$ cat src/rtl/spi_pkg.sv
// Shared constants and types for the SPI register peripheral.
// Holds the frame layout, the register address map and the FSM state encoding.
package spi_pkg;

   localparam int unsigned FRAME_BITS = 16;
   localparam int unsigned CNT_W      = 5;
   localparam int unsigned ADDR_W     = 7;
   localparam int unsigned DATA_W     = 8;

   // Counter value marking an over-length frame (one bit past a full frame)
   localparam logic [CNT_W-1:0] CNT_SAT = CNT_W'(FRAME_BITS + 1);

   localparam logic [ADDR_W-1:0] ADDR_EN_OUT_LO = 7'h00;
   localparam logic [ADDR_W-1:0] ADDR_EN_OUT_HI = 7'h01;
   localparam logic [ADDR_W-1:0] ADDR_EN_PWM_LO = 7'h02;
   localparam logic [ADDR_W-1:0] ADDR_EN_PWM_HI = 7'h03;
   localparam logic [ADDR_W-1:0] ADDR_DUTY      = 7'h04;

   typedef enum logic [1:0] {
      ST_IDLE   = 2'd0,
      ST_SHIFT  = 2'd1,
      ST_COMMIT = 2'd2
   } state_e;

   // Layout of one received frame, MSB first on the wire
   typedef struct packed {
      logic              wr;
      logic [ADDR_W-1:0] addr;
      logic [DATA_W-1:0] data;
   } frame_t;

endpackage

$ cat src/rtl/spi_sync.sv
// One-bit multi-flop synchronizer into the clk domain.
// Ports: clk, rst (sync, active-high), d (async input), q (synchronized output).
// RST_VAL is the idle level the chain is forced to during reset.
module spi_sync #(
   parameter int unsigned DEPTH   = 2,
   parameter logic        RST_VAL = 1'b0
) (
   input  logic clk,
   input  logic rst,
   input  logic d,
   output logic q
);

   logic [DEPTH-1:0] stage_q;
   logic [DEPTH-1:0] stage_d;

   // Shift the raw input in at bit 0; bit DEPTH-1 is the settled copy
   always_comb begin
      stage_d = {stage_q[DEPTH-2:0], d};
   end

   always_ff @(posedge clk) begin
      if (rst) begin
         stage_q <= {DEPTH{RST_VAL}};
      end else begin
         stage_q <= stage_d;
      end
   end

   assign q = stage_q[DEPTH-1];

endmodule

$ cat src/rtl/spi_peripheral.sv
// Write-only SPI (mode 0) register peripheral feeding the PWM block.
// Ports: clk, rst (sync, active-high); sclk, copi, ncs (async SPI pins);
// en_reg_out_7_0/en_reg_out_15_8 output enables, en_reg_pwm_7_0/en_reg_pwm_15_8
// PWM mode selects, pwm_duty_cycle shared duty value. All outputs are flops.
// A frame is 16 bits: R/W, 7-bit address, 8-bit data; only exact-length
// writes to a mapped address up to MAX_ADDR update a register.
module spi_peripheral
   import spi_pkg::*;
#(
   parameter int unsigned SYNC_STAGES = 2,
   parameter logic [6:0]  MAX_ADDR    = 7'h04
) (
   input  logic       clk,
   input  logic       rst,
   input  logic       sclk,
   input  logic       copi,
   input  logic       ncs,
   output logic [7:0] en_reg_out_7_0,
   output logic [7:0] en_reg_out_15_8,
   output logic [7:0] en_reg_pwm_7_0,
   output logic [7:0] en_reg_pwm_15_8,
   output logic [7:0] pwm_duty_cycle
);

   localparam int unsigned HOLD_W   = $clog2(SYNC_STAGES + 2);
   localparam logic [HOLD_W-1:0] HOLD_MAX = HOLD_W'(SYNC_STAGES + 1);

   logic sclk_s, copi_s, ncs_s;

   spi_sync #(.DEPTH(SYNC_STAGES), .RST_VAL(1'b0)) u_sync_sclk (
      .clk(clk), .rst(rst), .d(sclk), .q(sclk_s)
   );
   spi_sync #(.DEPTH(SYNC_STAGES), .RST_VAL(1'b0)) u_sync_copi (
      .clk(clk), .rst(rst), .d(copi), .q(copi_s)
   );
   spi_sync #(.DEPTH(SYNC_STAGES), .RST_VAL(1'b1)) u_sync_ncs (
      .clk(clk), .rst(rst), .d(ncs), .q(ncs_s)
   );

   logic                  sclk_dly_q, sclk_dly_d;
   logic                  ncs_dly_q,  ncs_dly_d;
   logic [HOLD_W-1:0]     hold_q,     hold_d;
   state_e                state_q,    state_d;
   logic [FRAME_BITS-1:0] shift_q,    shift_d;
   logic [CNT_W-1:0]      cnt_q,      cnt_d;
   logic [7:0]            out_lo_q,   out_lo_d;
   logic [7:0]            out_hi_q,   out_hi_d;
   logic [7:0]            pwm_lo_q,   pwm_lo_d;
   logic [7:0]            pwm_hi_q,   pwm_hi_d;
   logic [7:0]            duty_q,     duty_d;

   logic   sclk_rise, ncs_fall, ncs_rise, hold_done, write_ok;
   frame_t frame;

   // Edge detection on the last synchronizer stage vs. one extra delay flop.
   // After reset the ncs chain drains from its idle 1 towards the pin level;
   // hold_done masks the false falling edge that draining would produce when
   // ncs is already low, so a frame cut by reset stays ignored.
   always_comb begin
      sclk_rise = sclk_s & ~sclk_dly_q;
      ncs_fall  = ~ncs_s & ncs_dly_q & hold_done;
      ncs_rise  = ncs_s & ~ncs_dly_q;
      hold_done = (hold_q == HOLD_MAX);
      frame     = frame_t'(shift_q);
      write_ok  = (cnt_q == CNT_W'(FRAME_BITS)) && frame.wr && (frame.addr <= MAX_ADDR);
   end

   // Next-state, datapath and register-file update
   always_comb begin
      sclk_dly_d = sclk_s;
      ncs_dly_d  = ncs_s;
      hold_d     = hold_q;
      state_d    = state_q;
      shift_d    = shift_q;
      cnt_d      = cnt_q;
      out_lo_d   = out_lo_q;
      out_hi_d   = out_hi_q;
      pwm_lo_d   = pwm_lo_q;
      pwm_hi_d   = pwm_hi_q;
      duty_d     = duty_q;

      if (!hold_done) begin
         hold_d = hold_q + HOLD_W'(1);
      end

      case (state_q)
         ST_IDLE: begin
            if (ncs_fall) begin
               state_d = ST_SHIFT;
               shift_d = '0;
               cnt_d   = '0;
            end
         end
         ST_SHIFT: begin
            // sclk edges coinciding with a deselected ncs are not data
            if (sclk_rise && !ncs_s) begin
               shift_d = {shift_q[FRAME_BITS-2:0], copi_s};
               if (cnt_q != CNT_SAT) begin
                  cnt_d = cnt_q + CNT_W'(1);
               end
            end
            if (ncs_rise) begin
               state_d = ST_COMMIT;
            end
         end
         ST_COMMIT: begin
            // A new ncs falling edge seen here is dropped on purpose
            state_d = ST_IDLE;
            if (write_ok) begin
               case (frame.addr)
                  ADDR_EN_OUT_LO: out_lo_d = frame.data;
                  ADDR_EN_OUT_HI: out_hi_d = frame.data;
                  ADDR_EN_PWM_LO: pwm_lo_d = frame.data;
                  ADDR_EN_PWM_HI: pwm_hi_d = frame.data;
                  ADDR_DUTY:      duty_d   = frame.data;
                  default: ;
               endcase
            end
         end
         default: begin
            state_d = ST_IDLE;
         end
      endcase
   end

   always_ff @(posedge clk) begin
      if (rst) begin
         sclk_dly_q <= 1'b0;
         ncs_dly_q  <= 1'b1;
         hold_q     <= '0;
         state_q    <= ST_IDLE;
         shift_q    <= '0;
         cnt_q      <= '0;
         out_lo_q   <= 8'h00;
         out_hi_q   <= 8'h00;
         pwm_lo_q   <= 8'h00;
         pwm_hi_q   <= 8'h00;
         duty_q     <= 8'h00;
      end else begin
         sclk_dly_q <= sclk_dly_d;
         ncs_dly_q  <= ncs_dly_d;
         hold_q     <= hold_d;
         state_q    <= state_d;
         shift_q    <= shift_d;
         cnt_q      <= cnt_d;
         out_lo_q   <= out_lo_d;
         out_hi_q   <= out_hi_d;
         pwm_lo_q   <= pwm_lo_d;
         pwm_hi_q   <= pwm_hi_d;
         duty_q     <= duty_d;
      end
   end

   assign en_reg_out_7_0  = out_lo_q;
   assign en_reg_out_15_8 = out_hi_q;
   assign en_reg_pwm_7_0  = pwm_lo_q;
   assign en_reg_pwm_15_8 = pwm_hi_q;
   assign pwm_duty_cycle  = duty_q;

endmodule

$ cat config.mk
export PLATFORM = sky130hd
export DESIGN_NAME = spi_peripheral
export DESIGN_NICKNAME = d
export VERILOG_FILES = /design/src/rtl/spi_pkg.sv /design/src/rtl/spi_sync.sv /design/src/rtl/spi_peripheral.sv
export SDC_FILE = /design/constraint.sdc
export NUM_CORES = 1
export LEC_CHECK = 0
export CORE_ASPECT_RATIO = 0.6
export CORE_MARGIN = 4
export CORE_UTILIZATION = 40
export CTS_CLUSTER_DIAMETER = 50
export DETAILED_ROUTE_END_ITERATION = 12
export PLACE_DENSITY = 0.63
export REMOVE_ABC_BUFFERS = 1
export SLEW_MARGIN = 0
export SYNTH_ARGS = -nofsm -noshare
export SYNTH_HDL_FRONTEND = slang
export SYNTH_SLANG_ARGS = --single-unit
$ cat constraint.sdc
create_clock -name clk -period 3.3 [get_ports clk]
set_clock_uncertainty 0.1 [all_clocks]
set_input_delay 0.825 -clock clk [delete_from_list [all_inputs] [get_ports clk]]
set_output_delay 0.825 -clock clk [all_outputs]
set_load 0.02 [all_outputs]
==> summary.txt <==
Clock tree root driver cell = clkbuf_16
Std-Cell Rows = 23
Initial antenna violation count = 0
Router iterations before antenna repair = 4
Maximum buffer depth of the clock tree = 2
Die area = 8450 sq um
Post-route cell area = 3610 sq um
Die width = 116 um
First-pass GRT wire length = 10.1 mm
Clock share of power = 50.2%
P_int = 1.50 mW
Port buffer count = 44
EDFF count, synth = 0
Fmax = 0.443 GHz
Layout cells sized above 1 = 9.31%
Min-Delay Path Class = reg2reg
Net Switching = 0.403 mW
Core box area = 6730 sq um
Synth warn = 0
RSZ-0062 raised after global routing = false
Final ANT Viol Nets = 0
Final Net Count = 337
Hold depth = 1
Final setup vio count = 0
Crit Path Max Fanout = 24
Crit path DAT = 2410 ps
Worst EP required = 3460 ps
Ys flop type = dfxtp_1
Combinational Power Share = 2.5%
GRT Total Usage = 15.8%
Final non-filler cell total = 420
Post-placement cell area = 3310 sq um
Synth Cell Area = 2800 sq um
Cells after DPL = 404
VDD IR-drop max = 0.305 mV
Fin worst setup slack = 1050 ps
Initial core utilization = 41.6%
Crit start category = flop
Worst skew pair latency = 320 ps
CTS sink count = 73
TritonCTS clock tree = yes
Number of diodes = 0
Seq pwr share = 47.3%
DP Wirelength = 4.15 mm
Crit Reg-Reg Endpoint = frame[12]
Fin crit share = 68.3%
Leak pwr = 1.61 nW
Fillers = 614
Place WS = 1100 ps
Die height = 72.8 um
Mapped Avg Cell Area = 9.86 sq um
Sw Ratio = 21.2%
Max cap viols = 0
H-tree lvl count = 3
Routed WL per cell = 14.8 um
Via count = 2119
Gr ovfl total = 0
Fin Hold WS = 309 ps
Critical path type = reg2reg
Vias in the first global route = 1945
Post-CTS resize count = 0
Largest net degree at the start of global routing = 29
Status = finished, final reports clean
PD cells = 527 nW/um^2
Setup TNS = 0 ps
IO Pins = 45
CTS Buf Count = 9
Sequential element share of the synthesized area = 52.2%
Hold path startpoint = u_sync_ncs.stage_q[0]
Slew headroom = 50.9%
Crit end category = flop
Worst-path clk slew = 60 ps
Area Overhead vs Synth = 28.8%
Post-synth top area share = 52.2%
Slew Limit Fails = 0
Largest area contributor in the synthesized netlist = dfxtp_1
DRC viols = 0
Vias per cell = 5.05
Reg2reg start = state_q[0]
Worst-Margin Slew = 736 ps
Endpoints failing hold = 0
Routed WL = 6.20 mm
FFs w/ async S/R, synth = 0%
Final min period = 2250 ps
Post-CTS Hold Fix Bufs = 0
Gpl congestion = 0.752
Post-CTS setup buffer count = 0
FF+latch count, synth = 73
Final core occ = 53.5%
Reg2reg setup slack = 1050 ps
Hold Crit Endpoint = u_sync_ncs.stage_q[1]
Tot Pwr = 1.90 mW
Largest cells by area after synthesis = dfxtp_1 52%, mux2i_1 15%, nor2_1 6.2%
Worst r2r path cells = 4
Initial DRC Count = 131
Syn Inst Count = 284
Netlist cell types = 34
==> logic make-up (layout without fill, tap and decap cells) <==
logic type / count (synthesis) / in the layout / share of synthesized area, %
compound gates: 28 / 28 / 5.94
flops: 73 / 73 / 52.2
buf+inv: 17 / 66 / 2.32
xor+xnor: 3 / 3 / 0.939
fa+ha+maj: 4 / 4 / 1.79
simple gates: 118 / 118 / 22.2
mux: 41 / 41 / 14.7
==> cells in the mapped netlist (4+ instances only) <==
cell type	instances
a21oi_1	18
clkbuf_1	12
dfxtp_1	73
ha_1	4
inv_1	4
mux2i_1	41
nand2_1	19
nand3_1	19
nand4_2	5
nor2_1	46
nor2b_1	6
or2_2	4
==> per-layer routing <==
metal	vias up	global-route usage [%]	wire length, um	part of all wire [%]
li1	1074	-	-	-
met1	988	24.1	3240	52
met2	55	19.6	2540	41
met3	2	6.79	407	6.6
met4	0	4.63	14	0.23
met5	-	0	0	0
==> worst max-delay path: stages (launching register included) <==
cell and delay (ps):
dfxtp_1 790, nand3b_1 290, a21oi_2 640, nand3_1 180, a21oi_1 180
==> registers in the layout, indices dropped and copies added, names as in the netlist <==
signal               flops
sclk_dly_q               1
u_sync_copi.stage_q      2
u_sync_sclk.stage_q      2
en_reg_pwm_15_8          8
en_reg_pwm_7_0           8
cnt_q                    5
u_sync_ncs.stage_q       2
en_reg_out_7_0           8
ncs_dly_q                1
hold_q                   2
en_reg_out_15_8          8
frame                   16
state_q                  2
pwm_duty_cycle           8
==> area by class of cell <==
cell class	count	area [sq um]	share of cell area, %
timing repair buffer	46	450	12.5
sequential	73	1460	40.5
multi-input combinational	194	1270	35.3
inverter	4	15.0	0.416
clock buffer	10	229	6.35
clock inverter	6	67.6	1.87
tap	87	109	3.02
==> how the worst max path moves through the flow <==
stage,endpoint,start,cells after the start,slack (ps)
floorplan,frame[0],state_q[0],4,1560
global placement,frame[11],state_q[0],4,1160
detailed placement,frame[12],state_q[0],4,1100
CTS,frame[12],state_q[0],4,1050
global route,frame[12],state_q[0],4,780
finish,frame[12],state_q[0],4,1050
==> power groups by stage <==
stage / registers (mW) / clock network [mW] / logic [mW]
after global placement: 0.917 / 0 / 0.0467
after CTS: 0.898 / 0.973 / 0.0481
after global routing: 0.899 / 1.01 / 0.0538
after detailed placement: 0.917 / 0 / 0.0477
final: 0.898 / 0.953 / 0.0475
after floorplan: 0.916 / 0 / 0.0237
==> cell usage in the layout (no fill, tap or decap), types with 3 or more instances in the layout <==
master	n
ha_1	4
nor3_1	3
nand3_1	19
nor4b_1	3
nor4_1	3
dfxtp_1	73
nand4_2	5
a21oi_1	18
or2_2	4
nand2_1	19
nor2b_1	6
inv_1	4
mux2i_1	41
nor2_1	46
clkdlybuf4s50_1	43
clkbuf_16	9
Note: power is estimated with default switching activity, not from simulation.
